==> src/rtl/seven_seg_scanner.sv <==
// Scan driver for a 4-digit multiplexed seven-segment display with double-buffered data.
// Optional leading-zero blanking: define SEVEN_SEG_LEADING_ZERO_BLANK_EN.
module seven_seg_scanner #(
    parameter int PRESCALE = 4
) (
    input  logic        clk,
    input  logic        reset,
    input  logic        load,
    input  logic [15:0] data,
    output logic [3:0]  phase,
    output logic        an0,
    output logic        an1,
    output logic        an2,
    output logic        an3,
    output logic [6:0]  seg,
    output logic        dp,
    output logic        frame_done
);

    localparam int CW = (PRESCALE > 1) ? $clog2(PRESCALE) : 1;
    localparam logic [CW-1:0] LAST = CW'(PRESCALE - 1);

    logic [CW-1:0] cnt_q, cnt_d;
    logic [3:0]    phase_q, phase_d;
    logic [15:0]   disp_q, disp_d;
    logic [15:0]   pend_q, pend_d;
    logic          pend_vld_q, pend_vld_d;
    logic [3:0]    an_q, an_d;
    logic [6:0]    seg_q, seg_d;
    logic          fdone_q;

    logic       tick;
    logic       wrap;
    logic [1:0] sel;
    logic       lit;
    logic [3:0] nib;
    logic       blank;

    function automatic logic [6:0] enc(input logic [3:0] n);
        logic [6:0] s;
        s = 7'h7F;
        unique case (n)
            4'h0: s = 7'b1000000;
            4'h1: s = 7'b1111001;
            4'h2: s = 7'b0100100;
            4'h3: s = 7'b0110000;
            4'h4: s = 7'b0011001;
            4'h5: s = 7'b0010010;
            4'h6: s = 7'b0000010;
            4'h7: s = 7'b1111000;
            4'h8: s = 7'b0000000;
            4'h9: s = 7'b0010000;
            4'hA: s = 7'b0001000;
            4'hB: s = 7'b0000011;
            4'hC: s = 7'b1000110;
            4'hD: s = 7'b0100001;
            4'hE: s = 7'b0000110;
            4'hF: s = 7'b0001110;
        endcase
        return s;
    endfunction

    always_comb begin
        tick    = (cnt_q == LAST);
        wrap    = tick && (phase_q == 4'hF);
        cnt_d   = tick ? '0 : cnt_q + CW'(1);
        phase_d = tick ? phase_q + 4'd1 : phase_q;

        // Wrap moves the old pending value first; a same-cycle load refills the buffer.
        disp_d     = (wrap && pend_vld_q) ? pend_q : disp_q;
        pend_d     = load ? data : pend_q;
        pend_vld_d = load ? 1'b1 : (wrap ? 1'b0 : pend_vld_q);
    end

    // Outputs are decoded from next-state values so pins stay aligned with phase.
    always_comb begin
        sel = phase_d[3:2];
        lit = (phase_d[1:0] == 2'b10);
        nib = disp_d[{sel, 2'b00} +: 4];

`ifdef SEVEN_SEG_LEADING_ZERO_BLANK_EN
        unique case (sel)
            2'd3:    blank = (disp_d[15:12] == 4'h0);
            2'd2:    blank = (disp_d[15:8] == 8'h00);
            2'd1:    blank = (disp_d[15:4] == 12'h000);
            default: blank = 1'b0;
        endcase
`else
        blank = 1'b0;
`endif

        an_d  = 4'hF;
        seg_d = 7'h7F;
        if (lit && !blank) begin
            an_d[sel] = 1'b0;
            seg_d     = enc(nib);
        end
    end

    always_ff @(posedge clk or posedge reset) begin
        if (reset) begin
            cnt_q      <= '0;
            phase_q    <= 4'h0;
            disp_q     <= 16'h0000;
            pend_q     <= 16'h0000;
            pend_vld_q <= 1'b0;
            an_q       <= 4'hF;
            seg_q      <= 7'h7F;
            fdone_q    <= 1'b0;
        end else begin
            cnt_q      <= cnt_d;
            phase_q    <= phase_d;
            disp_q     <= disp_d;
            pend_q     <= pend_d;
            pend_vld_q <= pend_vld_d;
            an_q       <= an_d;
            seg_q      <= seg_d;
            fdone_q    <= wrap;
        end
    end

    assign phase      = phase_q;
    assign an0        = an_q[0];
    assign an1        = an_q[1];
    assign an2        = an_q[2];
    assign an3        = an_q[3];
    assign seg        = seg_q;
    assign dp         = 1'b1;
    assign frame_done = fdone_q;

endmodule
==> config.mk <==
export PLATFORM = sky130hd
export DESIGN_NAME = seven_seg_scanner
export DESIGN_NICKNAME = d
export VERILOG_FILES = /design/src/rtl/seven_seg_scanner.sv
export SDC_FILE = /design/constraint.sdc
export NUM_CORES = 1
export LEC_CHECK = 0
export BUFFER_PORTS_ARGS = -buffer_cell sky130_fd_sc_hd__buf_2
export CAP_MARGIN = 20
export CORE_UTILIZATION = 33
export DETAILED_ROUTE_END_ITERATION = 16
export PLACE_DENSITY = 0.61
export SLEW_MARGIN = 10
export SYNTH_ARGS = -nofsm -noshare
export SYNTH_HDL_FRONTEND = slang
export SYNTH_SLANG_ARGS = --single-unit
==> constraint.sdc <==
create_clock -name clk -period 8.3 [get_ports clk]
set_input_delay 0.83 -clock clk [delete_from_list [all_inputs] [get_ports clk]]
set_output_delay 0.83 -clock clk [all_outputs]
set_load 0.02 [all_outputs]
==> out/qor.yml, run 1 <==
layout:
  regArea_um2: 1290
  multi_input_area_um2: 887.1
  fin_nets: 232
  drive_above_1_share_pct: 42.23
  diodes: 0
  area_growth_pct: 14.51
  nFillCells: 624
route:
  drt-total-wl_um: 3982
  ant_nets: 0
  drc: 4
  wl_per_cell_um: 14.07
  detail_route.iter0.violations: 85
  vias: 1424
  firstDrtPassIters: 14
  routed_via_density: 5.032
worst_setup_path:
  crit_path_end_kind: "register"
  crit_chain: "ha_1, and4_1, nand2_4, mux2_2, mux4_2, inv_1, ha_1, nor2_1, a211oi_1, o21ai_1"
  startpoint_type: "register"
  cpMaxStageDelayCell: "mux4_2"
  reg2reg_to: "seg[3]"
  critPathTopFamily: "multiplexers"
  criticalPathCategory: "reg -> reg"
  endpoint: "seg[3]"
  rrSetupSlack_ns: 5.28
  cpMostUsedCell: "ha_1"
  crit_required_ns: 8.54
  path_depth: 10
  r2r_cells: 10
  crit_buf_inv: 1
  r2r_start: "cnt_q[0]"
  max_stage_delay_ns: 0.53
  crit_start: "cnt_q[0]"
  arrival_ns: 3.26
  crit_fanout: 21
global_route:
  grt_use_total_pct: 12.67
  first_global_vias: 1356
  grt_max_degree: 52
  grt_overflow_total: 0
  grt_pass1_wl_um: 7058
  antenna_found_initial: 0
timing:
  whs_ns: 0.4362
  max_freq_mhz: 331.5
  timing.final.hold_violations: 0
  setup_viol: 0
  report.final.slew_viol_count: 0
  final.min_clock_period_ns: 3.016
  fin_tns_setup_ns: 0
  rsz0062_at_grt: "no"
  finalClockSkew_ns: 0.007611
  max_slew_margin_pct: 43.04
  worst_pin_slew_ns: 0.8329
  period_share_pct: 36.34
power:
  switching_share_pct: 21.09
  intPower_uw: 343.5
  ir_worst_vdd_mv: 0.08543
  p_per_area_nw_per_um2: 167.6
  power_frac_clock_pct: 35.5
  p_seq_share_pct: 59.8
  power.share.combinational_pct: 4.7
  leakagePower_nw: 1.219
  net-switching-power_uw: 91.82
clock_network:
  post_cts_buffers: 0
  clock-sinks: 51
  cts_tree: "done"
  clk_pin_slew_ns: 0.09
  ctsHoldBuffers: 0
  clk_latency_ns: 0.30
  htreeDepth: 2
  clockRootBuffer: "clkbuf_8"
  clockBufferDepth: 2
  post_cts_resized: 0
  cts_buffers: 5
yosys:
  synth_nets: 198
  synth_edf_count: 0
  ys_warn_count: 0
  synth-seq-area-share_pct: 56.87
  ys_top_cells_by_count: "dfrtp_1, mux2_2, nand2_1, dfstp_2"
  async_flop_share_pct: 100.0
  ys_ff_latch: 51
  yosys.area.top_type: "dfrtp_1"
  synth_top_area_share_pct: 44.13
  yosysMostFrequentCell: "dfrtp_1"
  netlist_area_um2: 2268
  synthDistinctLibCells: 41
  avgSynthCellArea_um2: 13.27
  synthFlopType: "dfrtp_1"
  synth_area_leaders: "dfrtp_1, dfstp_2, mux2_2"
  postSynthCellCount: 171
run_status:
  violations: "DRC"
  outcome: "finished with violations"
floorplan:
  dieHeight_um: 84.91
  core-area_um2: 6495
  start_util_pct: 34.93
  die_area_um2: 7210
  ios: 36
  dieWidth_um: 84.91
  fp-row-count: 29
place:
  gp_congestion: 0.7589
  numPortBuffers: 34
  hpwl_um: 2788
hold_path:
  hold_class: "reg -> reg"
  hold_depth: 1
flow_run:
  maxCapViolations: 0
[metrics by stage]
step	setup slack [ns]	power (mW)	std cells	cell area, µm²	util, %
global placement	5.366	0.2845	274	2477	38.14
floorplan	5.529	0.2775	171	2268	-
CTS	5.271	0.4414	282	2577	39.68
global route	4.985	0.4574	283	2597	39.99
detailed placement	5.313	0.2853	274	2477	38.14
finish	5.284	0.4353	283	2597	39.99
[worst min path at each step]
stage | from | endpoint | slack [ns]
2_1_floorplan | cnt_q[0] | cnt_q[0] | 0.40
3_3_place_gp | cnt_q[0] | cnt_q[0] | 0.42
3_5_place_dp | cnt_q[0] | cnt_q[0] | 0.42
4_1_cts | cnt_q[0] | cnt_q[0] | 0.44
5_1_grt | cnt_q[0] | cnt_q[0] | 0.46
6_report | cnt_q[0] | cnt_q[0] | 0.44
[layout make-up]
type,instances,area share [%]
clock buffers,8,3.854
well taps,77,3.709
multi-input cells,103,34.15
flip-flops and latches,51,49.66
inverters,9,1.301
repair buffers,35,7.322
[power groups by stage]
stage | combinational, mW | clock, mW | sequential (mW)
after detailed placement | 0.0199 | 0 | 0.265
after global routing | 0.0235 | 0.172 | 0.262
after CTS | 0.0200 | 0.161 | 0.261
after global placement | 0.0195 | 0 | 0.265
after floorplan | 0.0139 | 0 | 0.264
final | 0.0203 | 0.155 | 0.260
[cells in the final DEF, fill, tap and decap left out, types with 2 or more instances in the layout]
cell type	Yosys	layout
dfrtp_1	40	40
o221ai_1	4	4
o211ai_1	2	2
nor2_1	3	3
mux2_2	23	23
ha_1	8	8
clkbuf_8	0	7
and3_1	3	3
a21oi_1	4	4
a21o_1	3	3
nand3_1	4	4
xor2_1	2	2
mux2i_1	5	5
inv_1	8	7
buf_2	1	34
nand2b_1	2	2
a2111oi_0	3	3
o21ai_1	2	2
mux4_2	2	2
nand2_1	15	15
inv_2	1	2
dfstp_2	11	11
mux2_4	2	2
[registers in the layout (all words and copies together) (netlist names)]
signal / flops
disp_q: 16
pend_q: 16
seg: 7
an_q: 4
phase: 4
cnt_q: 2
frame_done: 1
pend_vld_q: 1
[cells by family (layout without fill, tap and decap cells)]
kind of cell | after synthesis | in the layout | synth area share (%)
AO/OA/AOI/OAI | 25 | 25 | 8.494
XOR/XNOR | 3 | 3 | 1.490
adder cells (fa/ha/maj) | 8 | 8 | 4.413
buffers and inverters | 17 | 52 | 4.026
flip-flops | 51 | 51 | 56.87
multiplexers | 32 | 32 | 16.93
other | 1 | 1 | 0.1653
AND/OR/NAND/NOR | 34 | 34 | 7.612
[routing by layer]
layer	global-route usage, %	share of wire (%)	vias up	wire length, µm
li1	-	-	666	-
met1	18.81	50	709	1973
met2	17.52	43	39	1732
met3	3.016	4.7	10	188
met4	5.547	2.2	0	87
met5	0	0	-	0
Note: power is estimated with default switching activity, not from simulation.
==> inputs of run 2 (changes only) <==
--- a/config.mk
+++ b/config.mk
@@ -5,6 +5,7 @@
 export SDC_FILE = /design/constraint.sdc
 export NUM_CORES = 1
 export LEC_CHECK = 0
+export ABC_AREA = 1
 export BUFFER_PORTS_ARGS = -buffer_cell sky130_fd_sc_hd__buf_2
 export CAP_MARGIN = 20
 export CORE_UTILIZATION = 33
==> constraint.sdc (replaced) <==
create_clock -name clk -period 3 [get_ports clk]
set_input_delay 0.3 -clock clk [delete_from_list [all_inputs] [get_ports clk]]
set_output_delay 0.3 -clock clk [all_outputs]
set_load 0.02 [all_outputs]
==> run 2 against run 1 <==
Compared with the run above: the flow finishes with violations (hold timing); utilization hardly changed; global-route usage is 1.2 points higher; maximum frequency is 18% higher; largest power group unchanged.
==> out/qor.yml, run 2 <==
timing:
  finalClockSkew_ns: 0.01129  # was 0.007611 ns
  max_slew_margin_pct: 66.28  # was 43.04%
  whs_ns: -0.01997  # was 0.4362 ns
  fin_tns_setup_ns: 0  # unchanged
  finalWorstSetupSlack_ns: 0.4462  # was 5.284 ns
  setup_viol: 0  # unchanged
  timing.final.hold_violations: 17  # was 0
  period_share_pct: 85.13  # was 36.34%
  rsz0062_at_grt: "no"  # unchanged
  worst_pin_slew_ns: 0.5058  # was 0.8329 ns
  max_freq_mhz: 391.6  # was 331.5 MHz
  final.min_clock_period_ns: 2.554  # was 3.016 ns
  report.final.slew_viol_count: 0  # unchanged
layout:
  diodes: 0  # unchanged
  drive_above_1_share_pct: 27.88  # was 42.23%
  area_growth_pct: 14.73  # was 14.51%
  fin_nets: 356  # was 232
  final_cell_mix: "nand2_1, dfrtp_1, nand3_1, buf_2, inv_1"  # was dfrtp_1, buf_2, mux2_2
  layout_commonest_cell: "nand2_1"  # was dfrtp_1
  final_cells: 429  # was 283
  postLayoutCoreUtil_pct: 39.99  # about the same
place:
  gp_congestion: 0.8032  # was 0.7589
  numPortBuffers: 34  # unchanged
  place_ws_ns: 0.4618  # was 5.313 ns
  numPlacedInstances: 420  # was 274
  hpwl_um: 3601  # was 2788 µm
power:
  power_frac_clock_pct: 38.6  # was 35.5%
  p_seq_share_pct: 56.8  # was 59.8%
  switching_share_pct: 21.80  # was 21.09%
  power.share.combinational_pct: 4.6  # was 4.7%
  p_per_area_nw_per_um2: 424.1  # was 167.6 nW/µm²
  intPower_uw: 982.8  # was 343.5 µW
  net-switching-power_uw: 273.9  # was 91.82 µW
  leakagePower_nw: 1.566  # was 1.219 nW
  ir_worst_vdd_mv: 0.1922  # was 0.08543 mV
yosys:
  postSynthCellCount: 293  # was 171
  synth_xor_xnor_area_share_pct: 0.9690  # was 1.489%
  synth_top_family_by_area: "simple AND/OR/NAND/NOR gates"  # was multiplexers
  yosysMostFrequentCell: "nand2_1"  # was dfrtp_1
  yosys.area.top_type: "dfrtp_1"  # unchanged
  synthFlopType: "dfrtp_1"  # unchanged
  async_flop_share_pct: 100.0  # unchanged
  synth_nets: 320  # was 198
  synth-seq-area-share_pct: 49.95  # was 56.87%
  synth_top_area_share_pct: 38.76  # was 44.13%
  yosys.area_share.simple_pct: 30.43  # was 7.612%
  netlist_area_um2: 2582  # was 2268 µm²
  synth_area_leaders: "dfrtp_1, nand2_1, dfstp_2"  # was dfrtp_1, dfstp_2, mux2_2
  ys_warn_count: 0  # unchanged
  ys_ff_latch: 51  # unchanged
  ys_top_cells_by_count: "nand2_1, dfrtp_1, inv_1, nand3_1"  # was dfrtp_1, mux2_2, nand2_1, dfstp_2
  synth.area.mux_share_pct: 2.616  # was 16.93%
  avgSynthCellArea_um2: 8.814  # was 13.27 µm²
  synth_compound_area_share_pct: 4.312  # was 8.494%
  synth_adder_area_share_pct: 3.876  # was 4.413%
  synth_edf_count: 0  # unchanged
  synthDistinctLibCells: 27  # was 41
floorplan:
  core-area_um2: 7408  # was 6495 µm²
  ios: 36  # unchanged
  start_util_pct: 34.86  # was 34.93%
  die_area_um2: 8183  # was 7210 µm²
  dieWidth_um: 90.46  # was 84.91 µm
  dieHeight_um: 90.46  # was 84.91 µm
  fp-row-count: 31  # was 29
route:
  drt-total-wl_um: 4983  # was 3982 µm
  firstDrtPassIters: 5  # was 14
  routed_via_density: 4.499  # was 5.032
  vias: 1930  # was 1,424
  drc: 0  # was 4
  ant_nets: 0  # unchanged
  wl_per_cell_um: 11.62  # was 14.07 µm
  detail_route.iter0.violations: 111  # was 85
clock_network:
  clockRootBuffer: "clkbuf_8"  # unchanged
  htreeDepth: 2  # unchanged
  clock-sinks: 51  # unchanged
  post_cts_buffers: 0  # unchanged
  clockBufferDepth: 2  # unchanged
  cts_buffers: 5  # unchanged
  ctsHoldBuffers: 0  # unchanged
  cts_tree: "done"  # unchanged
  clk_pin_slew_ns: 0.10  # was 0.09 ns
  clk_latency_ns: 0.30  # about the same
  post_cts_resized: 0  # unchanged
worst_setup_path:
  critPathTopFamily: "simple AND/OR/NAND/NOR gates"  # was multiplexers
  max_stage_delay_ns: 0.36  # was 0.53 ns
  criticalPathCategory: "reg -> reg"  # unchanged
  cpMaxStageDelayCell: "dfrtp_1"  # was mux4_2
  cpMostUsedCell: "nand2_1"  # was ha_1
  crit_required_ns: 3.23  # was 8.54 ns
  crit_chain: "ha_1, nand2_1, o21ai_0, nand2_1, nand2_1, inv_1, nand2_1, nand2_1, nor2_2, inv_1, ha_1, nand3_1, nand2_1, nand2_1, nand3_1"  # was ha_1, and4_1, nand2_4, mux2_2, mux4_2, inv_1, ha_1, nor2_1, a211oi_1, o21ai_1
  crit_start: "cnt_q[0]"  # unchanged
  arrival_ns: 2.78  # was 3.26 ns
  crit_fanout: 11  # was 21
  crit_path_end_kind: "register"  # unchanged
  r2r_start: "cnt_q[0]"  # unchanged
  startpoint_type: "register"  # unchanged
  crit_buf_inv: 2  # was 1
global_route:
  first_global_vias: 2004  # was 1,356
  grt_use_total_pct: 13.87  # was 12.67%
  antenna_found_initial: 0  # unchanged
  grt_overflow_total: 0  # unchanged
  grt_max_degree: 52  # unchanged
  grt_pass1_wl_um: 9197  # was 7058 µm
run_status:
  violations: "hold timing"  # was DRC
  outcome: "finished with violations"  # unchanged
hold_path:
  hold_class: "in -> async"  # was reg -> reg
flow_run:
  maxCapViolations: 0  # unchanged
-- run 2: changes by cell type after synthesis, moves of 5 or more --
cell	previous run	this run
nand2_1	15	85
nand3_1	4	34
inv_1	8	34
mux2_2	23	6
nand2_2	0	13
o21ai_0	0	13
and2_1	1	6
mux2i_1	5	0
nor2_1	3	8
-- run 2: final timing paths --
check	endpoint	slack [ns]	depth (start not counted)
worst min register to register	cnt_q[0]	0.44	1
min in group clk	pend_q[6]	0.19	3
max in group asynchronous	an_q[2]	2.43	3
worst max-delay path	seg[0]	0.45	15
worst max register to register	seg[0]	0.45	15
worst min-delay path	pend_q[3]	-0.02	2
-- run 2: per-layer routing --
metal / vias up / part of all wire, % / track usage (%)
li1: 977 / - / -
met1: 922 / 48 / 17.78
met2: 27 / 49 / 23.48
met3: 4 / 2.7 / 2.357
met4: 0 / 0.92 / 4.839
met5: - / 0 / 0
-- run 2: logic make-up (layout without fill, tap and decap cells) --
group | after synthesis | in the layout
flops | 51 | 51
compound gates | 21 | 21
fa+ha+maj | 8 | 8
xor+xnor | 2 | 2
other cells | 1 | 1
mux | 6 | 6
simple gates | 160 | 160
buf+inv | 44 | 81
-- run 2: power by group through the flow --
stage	clock, mW	combinational (mW)	sequential (mW)
2_1_floorplan	0	0.0375	0.726
3_3_place_gp	0	0.0557	0.727
3_5_place_dp	0	0.0572	0.728
4_1_cts	0.498	0.0575	0.715
5_1_grt	0.517	0.0689	0.717
6_report	0.485	0.0578	0.714
-- run 2: stage by stage --
stage / instance area [µm²] / power [mW]
2_1_floorplan: 2582 / 0.7631
3_3_place_gp: 2831 / 0.7831
3_5_place_dp: 2831 / 0.7848
4_1_cts: 2943 / 1.270
5_1_grt: 2963 / 1.303
6_report: 2963 / 1.257
-- run 2: cell type report --
| cell class | count | area (µm²) |
|---|---|---|
| repair buffers | 38 | 212.7 |
| multi-input cells | 198 | 1094 |
| clock inverters | 2 | 38.79 |
| well taps | 99 | 123.9 |
| flip-flops and latches | 51 | 1290 |
| fillers | 755 | 4446 |
| clock buffers | 6 | 72.57 |
| inverters | 35 | 131.4 |
